**src/rtl/apb_master_pkg.sv**
```systemverilog
// apb_master shared types: FSM states and the queued request entry.
// Entry widths match the default ADDR_WIDTH/DATA_WIDTH of apb_master.
package apb_master_pkg;

  localparam int REQ_ADDR_W = 8;
  localparam int REQ_DATA_W = 32;

  typedef enum logic [1:0] {
    IDLE,
    SETUP,
    ACCESS,
    RESP
  } state_t;

  typedef struct packed {
    logic                  write;
    logic [REQ_ADDR_W-1:0] addr;
    logic [REQ_DATA_W-1:0] wdata;
  } req_entry_t;

endpackage

```
**src/rtl/apb_req_fifo.sv**
```systemverilog
// Request FIFO for apb_master: wrap-bit pointers, registered storage,
// combinational head. Push when full is never issued by the parent.
module apb_req_fifo #(
  parameter int  DEPTH   = 4,
  parameter type entry_t = logic
) (
  input  logic   clk,
  input  logic   rst_n,
  input  logic   push,
  input  entry_t push_entry,
  input  logic   pop,
  output entry_t head,
  output logic   full,
  output logic   empty
);

  localparam int PW = $clog2(DEPTH);

  entry_t        mem_q [DEPTH];
  logic [PW:0]   wr_q;
  logic [PW:0]   rd_q;

  always_ff @(posedge clk) begin
    if (!rst_n) begin
      wr_q <= '0;
      rd_q <= '0;
    end else begin
      if (push) wr_q <= wr_q + (PW+1)'(1);
      if (pop)  rd_q <= rd_q + (PW+1)'(1);
    end
  end

  always_ff @(posedge clk) begin
    if (push) mem_q[wr_q[PW-1:0]] <= push_entry;
  end

  assign empty = (wr_q == rd_q);
  assign full  = (wr_q[PW] != rd_q[PW]) &&
                 (wr_q[PW-1:0] == rd_q[PW-1:0]);
  assign head  = mem_q[rd_q[PW-1:0]];

endmodule

```
**src/rtl/apb_master.sv**
```systemverilog
// Command-driven APB master: queued requests, one SETUP/ACCESS at a time.
// Define APB_MASTER_TIMEOUT_EN to abort ACCESS after TIMEOUT_CYCLES waits.
module apb_master
  import apb_master_pkg::*;
#(
  parameter int ADDR_WIDTH     = 8,
  parameter int DATA_WIDTH     = 32,
  parameter int REQ_DEPTH      = 4,
  parameter int TIMEOUT_CYCLES = 16
) (
  input  logic                  PCLK,
  input  logic                  PRESETn,
  input  logic                  req_valid,
  output logic                  req_ready,
  input  logic                  req_write,
  input  logic [ADDR_WIDTH-1:0] req_addr,
  input  logic [DATA_WIDTH-1:0] req_wdata,
  output logic                  rsp_valid,
  input  logic                  rsp_ready,
  output logic [DATA_WIDTH-1:0] rsp_rdata,
  output logic                  rsp_err,
  output logic                  PSEL,
  output logic                  PENABLE,
  output logic                  PWRITE,
  output logic [ADDR_WIDTH-1:0] PADDR,
  output logic [DATA_WIDTH-1:0] PWDATA,
  input  logic [DATA_WIDTH-1:0] PRDATA,
  input  logic                  PREADY,
  input  logic                  PSLVERR
);

  state_t     state_q, state_d;
  req_entry_t push_entry, head;
  logic       push, pop, full, empty, launch;

  logic                  psel_q, psel_d;
  logic                  pen_q, pen_d;
  logic                  pwrite_q, pwrite_d;
  logic [ADDR_WIDTH-1:0] paddr_q, paddr_d;
  logic [DATA_WIDTH-1:0] pwdata_q, pwdata_d;
  logic                  rvld_q, rvld_d;
  logic [DATA_WIDTH-1:0] rdata_q, rdata_d;
  logic                  rerr_q, rerr_d;

`ifdef APB_MASTER_TIMEOUT_EN
  localparam int TW = $clog2(TIMEOUT_CYCLES + 1);
  logic [TW-1:0] tcnt_q, tcnt_d;
`endif

  assign req_ready = PRESETn && !full;
  assign push      = req_valid && req_ready;

  always_comb begin
    push_entry       = '0;
    push_entry.write = req_write;
    push_entry.addr  = REQ_ADDR_W'(req_addr);
    push_entry.wdata = REQ_DATA_W'(req_wdata);
  end

  apb_req_fifo #(
    .DEPTH   (REQ_DEPTH),
    .entry_t (req_entry_t)
  ) u_fifo (
    .clk        (PCLK),
    .rst_n      (PRESETn),
    .push       (push),
    .push_entry (push_entry),
    .pop        (pop),
    .head       (head),
    .full       (full),
    .empty      (empty)
  );

  always_comb begin
    state_d  = state_q;
    psel_d   = psel_q;
    pen_d    = pen_q;
    pwrite_d = pwrite_q;
    paddr_d  = paddr_q;
    pwdata_d = pwdata_q;
    rvld_d   = rvld_q;
    rdata_d  = rdata_q;
    rerr_d   = rerr_q;
    launch   = 1'b0;
    pop      = 1'b0;
`ifdef APB_MASTER_TIMEOUT_EN
    tcnt_d   = tcnt_q;
`endif
    unique case (state_q)
      IDLE: begin
        if (!empty) launch = 1'b1;
      end
      SETUP: begin
        pen_d   = 1'b1;
        state_d = ACCESS;
`ifdef APB_MASTER_TIMEOUT_EN
        tcnt_d  = '0;
`endif
      end
      ACCESS: begin
        if (PREADY) begin
          psel_d  = 1'b0;
          pen_d   = 1'b0;
          rvld_d  = 1'b1;
          rdata_d = pwrite_q ? '0 : PRDATA;
          rerr_d  = PSLVERR;
          state_d = RESP;
        end
`ifdef APB_MASTER_TIMEOUT_EN
        else if (tcnt_q == TW'(TIMEOUT_CYCLES - 1)) begin
          psel_d  = 1'b0;
          pen_d   = 1'b0;
          rvld_d  = 1'b1;
          rdata_d = '0;
          rerr_d  = 1'b1;
          state_d = RESP;
        end else begin
          tcnt_d  = tcnt_q + TW'(1);
        end
`endif
      end
      RESP: begin
        if (rsp_ready) begin
          rvld_d = 1'b0;
          if (!empty) launch  = 1'b1;
          else        state_d = IDLE;
        end
      end
      default: state_d = IDLE;
    endcase
    // Pop the head straight into the APB address/data registers
    if (launch) begin
      pop      = 1'b1;
      psel_d   = 1'b1;
      pen_d    = 1'b0;
      pwrite_d = head.write;
      paddr_d  = ADDR_WIDTH'(head.addr);
      pwdata_d = DATA_WIDTH'(head.wdata);
      state_d  = SETUP;
    end
  end

  always_ff @(posedge PCLK) begin
    if (!PRESETn) begin
      state_q  <= IDLE;
      psel_q   <= 1'b0;
      pen_q    <= 1'b0;
      pwrite_q <= 1'b0;
      paddr_q  <= '0;
      pwdata_q <= '0;
      rvld_q   <= 1'b0;
      rdata_q  <= '0;
      rerr_q   <= 1'b0;
    end else begin
      state_q  <= state_d;
      psel_q   <= psel_d;
      pen_q    <= pen_d;
      pwrite_q <= pwrite_d;
      paddr_q  <= paddr_d;
      pwdata_q <= pwdata_d;
      rvld_q   <= rvld_d;
      rdata_q  <= rdata_d;
      rerr_q   <= rerr_d;
    end
  end

`ifdef APB_MASTER_TIMEOUT_EN
  always_ff @(posedge PCLK) begin
    if (!PRESETn) tcnt_q <= '0;
    else          tcnt_q <= tcnt_d;
  end
`endif

  assign PSEL      = psel_q;
  assign PENABLE   = pen_q;
  assign PWRITE    = pwrite_q;
  assign PADDR     = paddr_q;
  assign PWDATA    = pwdata_q;
  assign rsp_valid = rvld_q;
  assign rsp_rdata = rdata_q;
  assign rsp_err   = rerr_q;

endmodule

```
**config.mk**
```make
export PLATFORM = sky130hd
export DESIGN_NAME = apb_master
export DESIGN_NICKNAME = d
export VERILOG_FILES = /design/src/rtl/apb_master_pkg.sv /design/src/rtl/apb_req_fifo.sv /design/src/rtl/apb_master.sv
export SDC_FILE = /design/constraint.sdc
export NUM_CORES = 1
export LEC_CHECK = 0
export CAP_MARGIN = 20
export CORE_AREA = 2 2 143 145
export CTS_CLUSTER_SIZE = 16
export DETAILED_ROUTE_END_ITERATION = 10
export DIE_AREA = 0 0 145 147
export GPL_ROUTABILITY_DRIVEN = 1
export PLACE_DENSITY = 0.83
export SYNTH_ARGS = -nofsm -noshare
export SYNTH_HDL_FRONTEND = slang
export SYNTH_SLANG_ARGS = --single-unit
```
**constraint.sdc**
```tcl
create_clock -name PCLK -period 2.6 [get_ports PCLK]
set_input_delay 0.39 -clock PCLK [delete_from_list [all_inputs] [get_ports PCLK]]
set_output_delay 0.39 -clock PCLK [all_outputs]
set_load 0.1 [all_outputs]
```
# After elaboration in Yosys (flattened, before gate mapping)
# Memories as Yosys holds them, arrays and structs flattened. A register that Yosys moved wholly into a read port is not among the register bits.
# Cells that the tools add are included.
op_classes:
  n_addsub: 2
  n_mul: 0
  div_mod_pow: 0
  n_lt_le_gt_ge: 0
  eq_ne: 12
  shift: 0
  muxes: 19
  bitwise_logic: 1
  reduce_logical: 19
ops:
  columns: ["operator", "n"]
  rows:
  - ["$mux 32", 1]
  - ["$mux 1", 11]
  - ["$ne 3x3->1 const B", 3]
  - ["$reduce_and 4->1", 2]
  - ["$reduce_bool 2->1", 4]
  - ["$add 3x1->3 const B", 2]
  - ["$mux 2", 3]
  - ["$ne 2x2->1 const B", 3]
  - ["$pmux 1 s2", 3]
  - ["$pmux 2 s3", 1]
  - ["$reduce_and 2->1", 3]
  - ["$eq 2x2->1 const B", 2]
  - ["$reduce_bool 4->1", 1]
  - ["$eq 3x3->1", 1]
  - ["$logic_and 1x1->1", 3]
  - ["$reduce_and 3->1", 1]
  - ["$reduce_bool 3->1", 1]
  - ["$eq 2x1->1 const B", 1]
  - ["$eq 2x2->1", 1]
  - ["$logic_not 1->1", 2]
  - ["$logic_not 2->1", 1]
  - ["$reduce_or 2->1", 1]
  - ["$ne 1x1->1", 1]
  - ["$not 1->1", 1]
totals:
  reg_bits: 44
  latch_bits: 0
  ramBits: 164
  romBits: 0
  inputBits: 79
  out_inout_bits: 78
  word_cells: 63
  n_memories: 1
memory_table:
  columns: ["memory", "depth", "width", "rd", "rd_ports_with_merged_regs", "write_ports", "line", "source"]
  rows:
  - ["u_fifo.mem_q", 4, 41, 1, 1, 1, "apb_req_fifo.sv:19", "entry_t mem_q [DEPTH];"]

# Depth between registers and ports, before layout
# Gate-level depths: netlist (run 1).
depth:
  depth_word: 7
  ltp_mapped: 8
  depth_no_buf: 6

# Cells and area by module
# Synthesis (run 1) repeated with hierarchy kept, for this count alone.
unflattened:
  cells_unflattened: 634
  area_unflattened_um2: 9905.8
modules_own_cells:
  columns: ["module", "instances", "cells_each", "area_each_um2", "seq_area_each_um2"]
  rows:
  - ["apb_req_fifo", 1, 256, 6369.9, 5084.9]
  - ["apb_master", 1, 378, 3535.9, 1581.5]

# Worst setup path before layout (run 1)
# No wires, ideal clock.
synth_timing:
  path_type: "register -> register"
  startpoint: "register u_fifo.rd_q[1]"
  endpoint: "register u_fifo.wr_q[2]"
  setup_time_ns: 0.121
  arrival_time_ns: 2.744
  required_time_ns: 2.479
  path_slack_ns: -0.265
  stages_incl_launch_ff: 6
  n_path_buf: 1
  synth_period_minus_slack_ns: 2.865
  path_cell_list: "dfxtp_1 > buf_2 > xnor2_1 > a31oi_1 > nor3_1 > a211o_1"
synth_via:
  elab_chain_cells: 5
synth_rtl:
  columns: ["element", "line", "source"]
  rows:
  - ["start: declaration", "apb_req_fifo.sv:21", "logic [PW:0] rd_q;"]
  - ["start signal: assignment", "apb_req_fifo.sv:29", "if (pop) rd_q <= rd_q + (PW+1)'(1);"]
  - ["$eq 2x2->1", "apb_req_fifo.sv:39", "(wr_q[PW-1:0] == rd_q[PW-1:0]);"]
  - ["$logic_and 1x1->1", "apb_req_fifo.sv:38", "assign full = (wr_q[PW] != rd_q[PW]) &&"]
  - ["$logic_not 1->1", "apb_master.sv:50", "assign req_ready = PRESETn && !full;"]
  - ["$logic_and 1x1->1", "apb_master.sv:50", null]
  - ["named net req_ready", "apb_master.sv:14", "output logic req_ready,"]
  - ["$logic_and 1x1->1", "apb_master.sv:51", "assign push = req_valid && req_ready;"]
  - ["end signal: assignment", "apb_req_fifo.sv:28", "if (push) wr_q <= wr_q + (PW+1)'(1);"]
  - ["end: declaration", "apb_req_fifo.sv:20", "logic [PW:0] wr_q;"]
# The timed path passes the listed nets, and every way through them passes these cells.
# A chain may end at the register's enable or synchronous reset.

# Final worst setup path (run 1)
layout_timing:
  startpoint: "register u_fifo.rd_q[0]"
  endpoint: "output port req_ready"
layout_via:
  elab_chain_cells: 4
layout_rtl:
  columns: ["element", "line"]
  rows:
  - ["$eq 2x2->1", "apb_req_fifo.sv:39"]
  - ["$logic_and 1x1->1", "apb_req_fifo.sv:38"]
  - ["$logic_not 1->1", "apb_master.sv:50"]
  - ["$logic_and 1x1->1", "apb_master.sv:50"]
  - ["end: declaration", "apb_master.sv:14"]
# No other way between the ends.

==> reports/qor.yml, run 1 <==
finalSetupViolCount: 0
synth-main-ff-cell: "edfxtp_1"
final_common_cell: "edfxtp_1"
worstPathRequired_ps: 2210
clock-sinks: 249
synth_mux_area_share_pct: 10.0
drv_cap: 0
hold_buffers: 0
drv_slew: 0
register_area_sq_um: 6630
fin_skew_ps: 11.8
power.leakage_nw: 4.12
multi_input_area_sq_um: 2510
p_clk_share_pct: 23.8
yosys.area_share.simple_pct: 8.66
gr-usage-all-layers_pct: 17.6
tns_ps: 0
via_per_inst: 5.17
period_share_pct: 86.6
period_needed_ps: 2250
synth_fa_ha_area_share_pct: 1.48
die_h_um: 147
clk_pin_slew_ps: 60
wire_per_inst_um: 17.3
synth.distinct_cells: 39
power.density_nw_per_um2: 1160
grt_pass1_wl_um: 29800
drc: 0
critPathMaxFanout: 16
cts_tree: "built"
grt_pass1_vias: 5496
drtIter0Drc: 300
layout-drive-gt1-share_pct: 22.9
instances_no_fill: 1079
std_cell_rows: 52
p_sw_mw: 5.63
syn_area_sq_um: 9320
clk_latency_ps: 510
p_seq_share_pct: 36.3
ys_ff_latch: 249
syn_area_per_cell_sq_um: 14.8
numCtsBuffers: 25
drt-total-wl_um: 18700
root_buffer: "clkbuf_16"
p_int_mw: 8.18
vdd_ir_drop_max_mv: 1.05
die_area_sq_um: 21300
routabilityCongestion: 0.784
synth_top_family_by_area: "multiplexers"
max_freq_mhz: 444
synth_compound_area_share_pct: 5.88
start_util_pct: 47.0
p_sw_share_pct: 40.8
grt_max_degree: 83
grt_overflow_total: 0
drtAntennaViolNets: 0
areaGrowthSynthToFinish_pct: 27.3
critPathCaptureType: "primary output"
antenna_found_initial: 0
start_kind: "flip-flop"
ioPinCount: 157
die_x_um: 145
synth_xor_area_share_pct: 0.658
placed_cells: 1034
crit_arrival_ps: 1860
fin_nets: 881
tightest_slew_ps: 667
status: "finished clean"
fillers: 1481
yosysSeqAreaShare_pct: 71.1
port_buffers: 156
htree_levels: 1
cts_resized: 0
syn_nets: 721
final_cell_mix: "164 x edfxtp_1, 91 x nand2_1, 88 x buf_4"
crit_type: "flip-flop to primary output"
rsz0062_at_grt: "false"
clockBufferDepth: 3
synth_edf_count: 164
yosysWarningCount: 0
dp_hpwl_um: 11700
pwr-share-comb_pct: 39.9
n_antenna_cell: 0
first_pass_iters: 5
core_sq_um: 19800
hold_class: "input pin to flip-flop"
async_flop_share_pct: 0
hold_viol: 0
maxSlewHeadroom_pct: 55.5
vias: 5579
synth_cells: 631
cts_setup_buffers: 0
power by group through the flow:
| stage | clock (mW) | combinational [mW] | sequential (mW) |
|---|---|---|---|
| finish | 3.29 | 5.51 | 5.01 |
| global route | 3.52 | 5.85 | 5.08 |
| CTS | 3.37 | 5.56 | 5.02 |
| detailed placement | 0 | 5.55 | 5.10 |
| global placement | 0 | 5.49 | 5.09 |
| floorplan | 0 | 2.08 | 7.21 |
sequential cells by signal, indices dropped and copies added (netlist names):
signal,flops
rsp_err,1
u_fifo.wr_q,3
rsp_rdata,32
u_fifo.rd_q,3
rsp_valid,1
PADDR,8
PWRITE,1
u_fifo.mem_q,164
PWDATA,32
state_q,2
PENABLE,1
PSEL,1
critical path, stage by stage (launching register included):
cell and delay, ps:
dfxtp_4 440, xnor2_1 470, a31oi_2 220, buf_12 220
cell type report:
class,count,area share (%)
clock buffer,32,5.58
clock inverter,13,0.769
sequential,249,55.9
tap,270,2.85
timing repair buffer,174,13.5
multi-input combinational,332,21.2
inverter,9,0.285
metrics by stage:
stage,hold WS (ps),area [sq um],util [%],setup WS [ps],total power [mW]
after CTS,424,11900,59.8,320,14.0
after global placement,443,11100,56.0,432,10.6
after global routing,445,11900,59.8,223,14.5
final,434,11900,59.8,348,13.8
after floorplan,489,9330,-,167,9.29
after detailed placement,449,11100,56.0,333,10.6
per-layer routing:
metal  part of all wire, %  routed length, um  global-route usage [%]
met3                   7.6               1420                    3.94
met1                    43               7960                    23.2
met5                     0                  0                       0
met2                    48               9060                    30.2
met4                   1.4                269                    4.21
cell families (layout without fill, tap and decap cells):
group	count (synthesis)	count (layout)
xor gates and xnor gates	7	7
adders and majority gates	11	11
and+or+nand+nor	173	173
buffers and inverters	50	228
AOI/OAI and AO/OA	99	99
muxes	42	42
DFF	249	249
cell usage after synthesis (4+ instances only):
| cell | n | area share, % |
|---|---|---|
| a21oi_1 | 82 | 4.4 |
| and2_1 | 5 | 0.34 |
| buf_2 | 11 | 0.59 |
| clkbuf_1 | 25 | 1.0 |
| dfxtp_1 | 85 | 18 |
| edfxtp_1 | 164 | 53 |
| ha_1 | 11 | 1.5 |
| inv_1 | 9 | 0.36 |
| mux4_2 | 41 | 9.9 |
| nand2_1 | 92 | 3.7 |
| nor2_1 | 34 | 1.4 |
| nor3b_1 | 33 | 2.7 |
| xnor2_1 | 4 | 0.38 |
final timing paths:
path                                     from                      end  slack, ps  depth (start not counted)
setup / recovery  u_fifo.rd_q[0]$_SDFFE_PN0P_                req_ready        350                          3
hold reg to reg       PWDATA[12]$_SDFFE_PN0P_  PWDATA[12]$_SDFFE_PN0P_        450                          2
setup reg to reg      state_q[0]$_SDFFE_PN0P_  PWDATA[14]$_SDFFE_PN0P_        460                          7
hold / removal                        PSLVERR     rsp_err$_SDFFE_PN0P_        430                          3
(Power assumes the default switching activity.)
==> run 2: changes to the inputs <==
--- a/config.mk
+++ b/config.mk
@@ -6,12 +6,14 @@
 export NUM_CORES = 1
 export LEC_CHECK = 0
 export CAP_MARGIN = 20
-export CORE_AREA = 2 2 143 145
+export CORE_AREA = 2 2 139 141
+export CTS_CLUSTER_DIAMETER = 120
 export CTS_CLUSTER_SIZE = 16
 export DETAILED_ROUTE_END_ITERATION = 10
-export DIE_AREA = 0 0 145 147
+export DIE_AREA = 0 0 141 143
+export DONT_BUFFER_PORTS = 1
 export GPL_ROUTABILITY_DRIVEN = 1
-export PLACE_DENSITY = 0.83
+export PLACE_DENSITY = 0.76
 export SYNTH_ARGS = -nofsm -noshare
 export SYNTH_HDL_FRONTEND = slang
 export SYNTH_SLANG_ARGS = --single-unit
==> run 2 against run 1 <==
Sequential power up 38%; wire length down 4.4%; setup slack worse by 53 ps; clock skew down 3.7 ps; core utilization down 2.4 points; count of clock-buffer cells in the layout down 2; critical path depth unchanged; largest cell class unchanged; highest routed layer unchanged.
==> reports/qor.yml, run 2 (synthesis gave the netlist of run 1 again) <==
tightest_slew_ps: 1050  # +379 ps
grt_pass1_vias: 5097  # -7.3%
critPathMaxFanout: 14  # -2
htree_levels: 1  # unchanged
power.leakage_nw: 3.48  # -16%
routabilityCongestion: 0.752  # -4.1%
crit_arrival_ps: 1910  # +50 ps
dpl_cell_area_sq_um: 9720  # -13%
root_buffer: "clkbuf_16"
finalSetupViolCount: 0  # unchanged
core_sq_um: 18600  # -6.4%
drtIter0Drc: 317  # +5.7%
cts_resized: 0  # unchanged
die_area_sq_um: 20200  # -5.4%
final_cell_mix: "164 x edfxtp_1, 91 x nand2_1, 82 x dfxtp_1, 82 x a21oi_1"
critPathCaptureType: "primary output"
start_kind: "flip-flop"
period_share_pct: 88.6  # +2.0 points
first_pass_iters: 4  # -1
drv_cap: 0  # unchanged
drt-total-wl_um: 17900  # -4.4%
vias: 5183  # -7.1%
power.density_nw_per_um2: 1190  # +2.4%
grt_overflow_total: 0  # unchanged
ioPinCount: 157  # unchanged
start_util_pct: 50.2  # +3.2 points
fin_skew_ps: 8.19  # -3.66 ps
final_common_cell: "edfxtp_1"
antenna_found_initial: 0  # unchanged
die_h_um: 143  # -2.7%
hold_class: "input pin to flip-flop"
grt_max_degree: 67  # -19%
wire_per_inst_um: 19.4  # +12%
maxSlewHeadroom_pct: 30.2  # -25 points
port_buffers: 0  # -100%
clock-sinks: 249  # unchanged
clk_latency_ps: 490  # -20 ps
vdd_ir_drop_max_mv: 0.617  # -41%
layout-drive-gt1-share_pct: 14.4  # -8.5 points
reg2reg_slack_ps: 430  # -30 ps
dp_hpwl_um: 11000  # -5.6%
numCtsBuffers: 19  # -24%
std_cell_rows: 50  # -3.8%
areaGrowthSynthToFinish_pct: 14.3
die_x_um: 141  # -2.8%
n_antenna_cell: 0  # unchanged
cts_tree: "built"
via_per_inst: 5.63  # +8.8%
drtAntennaViolNets: 0  # unchanged
drv_slew: 0  # unchanged
drc: 0  # unchanged
clk_pin_slew_ps: 70  # about the same
status: "finished clean"
gr-usage-all-layers_pct: 17.5  # -0.14 points
tns_ps: 0  # unchanged
rsz0062_at_grt: "false"
largest_reg_flops: 164  # unchanged
fin_nets: 766  # -13%
max_freq_mhz: 434  # -2.3%
worstPathRequired_ps: 2210  # about the same
grt_pass1_wl_um: 27300  # -8.4%
design_area_sq_um: 10700  # -10%
period_needed_ps: 2300  # +53.0 ps
total_power_mw: 12.7  # -8.0%
hold_viol: 0  # unchanged
clockBufferDepth: 3  # unchanged
crit_type: "flip-flop to primary output"
run 2: cell count changes in the layout (fill, tap and decap cells not counted), sizes merged:
cell / previous run / this run
bufinv: 1 / 0
dlygate4sd3: 0 / 41
clkinvlp: 3 / 0
buf: 96 / 24
clkdlybuf4s50: 78 / 0
inv: 9 / 11
clkinv: 9 / 0
clkbuf: 32 / 30
run 2: repair_timing:
action	in CTS	in global routing
setup endpoints to repair	0	0
buffers inserted	0	0
hold buffers	41	0
hold endpoints to repair	164	0
run 2: worst paths after layout:
path | end | startpoint | depth (start not counted)
setup / recovery | req_ready | u_fifo.rd_q[1]$_SDFFE_PN0P_ | 3
hold / removal | state_q[0]$_SDFFE_PN0P_ | PRESETn | 1
setup reg to reg | PADDR[7]$_SDFFE_PN0P_ | state_q[0]$_SDFFE_PN0P_ | 7
hold reg to reg | PWDATA[9]$_SDFFE_PN0P_ | PWDATA[9]$_SDFFE_PN0P_ | 2
run 2: metal layers:
layer	global-route usage [%]	part of all wire [%]
met1	21.4	41
met3	4.53	7.2
met4	4.00	1.9
met2	31.5	50
met5	0	0
run 2: through the flow:
stage / instances / hold WS [ps] / setup WS, ps / util, %
2_1_floorplan: 631 / 489 / 167 / -
3_3_place_gp: 848 / 449 / 549 / 52.3
3_5_place_dp: 848 / 465 / 480 / 52.3
4_1_cts: 921 / 12.5 / 287 / 57.4
5_1_grt: 921 / 1.64 / 215 / 57.4
6_report: 921 / 27.0 / 295 / 57.4
run 2: worst max-delay path, cell delays in order (launching register included):
cell     delay [ps]
dfxtp_2         440
xnor2_1         510
a31oi_2         240
buf_12          220
run 2: power by group:
group	leakage, nW	total [mW]	switching, mW	internal (mW)
combinational	1.05	3.14	1.93	1.21
sequential	2.18	6.92	2.24	4.68
clock	0.256	2.64	1.26	1.37
total	3.48	12.7	5.44	7.26
run 2: final cells by class:
type	count	area [sq um]
clock buffer	30	517
clock inverter	2	17.5
fill	1436	7920
inverter	9	33.8
multi-input combinational	332	2510
sequential	249	6630
tap	234	293
timing repair buffer	65	653
==> run 3: changes to the inputs <==
--- a/config.mk
+++ b/config.mk
@@ -6,14 +6,15 @@
 export NUM_CORES = 1
 export LEC_CHECK = 0
 export CAP_MARGIN = 20
-export CORE_AREA = 2 2 139 141
+export CORE_AREA = 2 2 156 158
 export CTS_CLUSTER_DIAMETER = 120
 export CTS_CLUSTER_SIZE = 16
 export DETAILED_ROUTE_END_ITERATION = 10
-export DIE_AREA = 0 0 141 143
+export DIE_AREA = 0 0 158 160
 export DONT_BUFFER_PORTS = 1
 export GPL_ROUTABILITY_DRIVEN = 1
-export PLACE_DENSITY = 0.76
+export PLACE_DENSITY = 0.64
 export SYNTH_ARGS = -nofsm -noshare
 export SYNTH_HDL_FRONTEND = slang
 export SYNTH_SLANG_ARGS = --single-unit
+export TNS_END_PERCENT = 5
==> constraint.sdc (replaced) <==
create_clock -name PCLK -period 2 [get_ports PCLK]
set_input_delay 0.3 -clock PCLK [delete_from_list [all_inputs] [get_ports PCLK]]
set_output_delay 0.3 -clock PCLK [all_outputs]
set_load 0.1 [all_outputs]
==> run 3 against run 2 <==
First-iteration DRC count grew 24%; non-clock buffer count increased by 82; die area up 25%; via count is 5.8% higher; clock skew up 21 ps; power increased by 38%; count of clock-buffer cells in the layout rose by 2; critical path depth unchanged; sequential power fell by 8.2%; core utilization down 8.8 points; register-to-register slack worse by 250 ps; largest cell class unchanged.
==> reports/qor.yml, run 3 (synthesis gave the netlist of run 1 again) <==
status: "finished clean"
routabilityCongestion: 0.780  # +3.8%
die_area_sq_um: 25300  # +25%
worst_slack_ps: 104  # -191 ps
register_area_sq_um: 6640  # about the same
largest_reg_flops: 164  # unchanged
final_common_cell: "edfxtp_1"
hold_class: "input pin to flip-flop"
wire_per_inst_um: 18.0  # -7.5%
via_per_inst: 5.00  # -11%
critPathMaxFanout: 6  # -8
clock-sinks: 249  # unchanged
tightest_slew_ps: 429  # -618 ps
placed_cells: 1015  # +20%
crit_type: "flip-flop to primary output"
first_pass_iters: 5  # +1
instances_no_fill: 1096  # +19%
multi_input_area_sq_um: 2560  # +1.9%
fin_skew_ps: 28.7  # +20.6 ps
std_cell_rows: 57  # +14%
layout-drive-gt1-share_pct: 24.4  # +10 points
drv_slew: 0  # unchanged
grt_overflow_total: 0  # unchanged
fin_nets: 848  # +11%
root_buffer: "clkbuf_16"
grt_pass1_wl_um: 29900  # +9.3%
grt_max_degree: 66  # -1.5%
antenna_found_initial: 0  # unchanged
areaGrowthSynthToFinish_pct: 24.1
drtAntennaViolNets: 0  # unchanged
max_freq_mhz: 528
total_power_mw: 17.5  # +38%
fillers: 2092  # +46%
dp_hpwl_um: 12600  # +15%
period_needed_ps: 1900
crit_arrival_ps: 1600  # -310 ps
worstPathRequired_ps: 1700  # -510 ps
period_share_pct: 94.8
pre_cts_slack_ps: 69.2  # -411 ps
core_sq_um: 23800  # +28%
finalSetupViolCount: 0  # unchanged
clockBufferDepth: 3  # unchanged
grt_pass1_vias: 5613  # +10%
hold_viol: 0  # unchanged
htree_levels: 1  # unchanged
cts_tree: "built"
power.density_nw_per_um2: 1510  # +27%
die_x_um: 158  # +12%
clk_latency_ps: 510  # +20 ps
final_cell_mix: "164 x edfxtp_1, 91 x nand2_1, 90 x buf_4"
drtIter0Drc: 393  # +24%
vias: 5483  # +5.8%
port_buffers: 0  # unchanged
drv_cap: 0  # unchanged
maxSlewHeadroom_pct: 71.0  # +41 points
critPathCaptureType: "primary output"
vdd_ir_drop_max_mv: 0.714  # +16%
start_util_pct: 39.1  # -11 points
tns_ps: 0  # unchanged
drt-total-wl_um: 19700  # +10%
power.leakage_nw: 3.96  # +14%
start_kind: "flip-flop"
rsz0062_at_grt: "false"
clk_pin_slew_ps: 80  # about the same
numCtsBuffers: 19  # unchanged
ioPinCount: 157  # unchanged
fin_hold_ws_ps: 46.6  # +19.6 ps
drc: 0  # unchanged
die_h_um: 160  # +12%
gr-usage-all-layers_pct: 15.2  # -2.3 points
run 3: layout make-up:
class,count,area share [%]
diodes,1,0.0216
well taps,324,3.50
repair buffers,147,12.0
flip-flops and latches,249,57.3
inverters,9,0.292
clock buffers,32,4.53
multi-input cells,332,22.1
clock inverters,2,0.151
run 3: critical path, cell delays in order, from the launching register on:
cell	delay, ps
dfxtp_2	370
xnor2_2	350
a31oi_4	170
buf_12	200
run 3: through the flow:
stage	cell area, sq um	utilization (%)
final	11600	48.6
after global placement	10500	44.1
after global routing	11600	48.6
after CTS	11500	48.3
after floorplan	9330	-
after detailed placement	10500	44.1
run 3: worst paths after layout:
| check | startpoint | to | cells after the start | slack [ps] |
|---|---|---|---|---|
| max | u_fifo.wr_q[0]$_SDFFE_PN0P_ | req_ready | 3 | 100 |
| min | PREADY | PSEL$_SDFFE_PN0P_ | 3 | 50 |
| max reg2reg | state_q[0]$_SDFFE_PN0P_ | u_fifo.rd_q[2]$_SDFFE_PN0P_ | 6 | 180 |
| min reg2reg | PWDATA[8]$_SDFFE_PN0P_ | PWDATA[8]$_SDFFE_PN0P_ | 2 | 460 |
run 3: power by group:
part	switching, mW	internal (mW)
sequential	0.267	6.09
clock	1.67	1.80
combinational	5.39	2.29
run 3: repair_timing:
action,4_1_cts,5_1_grt
resized for setup,4,6
hold endpoints to repair,169,0
endpoints found under the setup margin,1,94
pin swaps,0,1
setup buffers,0,2
gates cloned,0,1
hold buffers,43,0
run 3: layer usage:
metal  track usage, %  up-vias  wire (um)
met3             3.77       23       1400
li1                 -     2574          -
met1             18.4     2720       8090
met4             3.93        0        352
met2             26.9      166       9830
met5                0        -          0
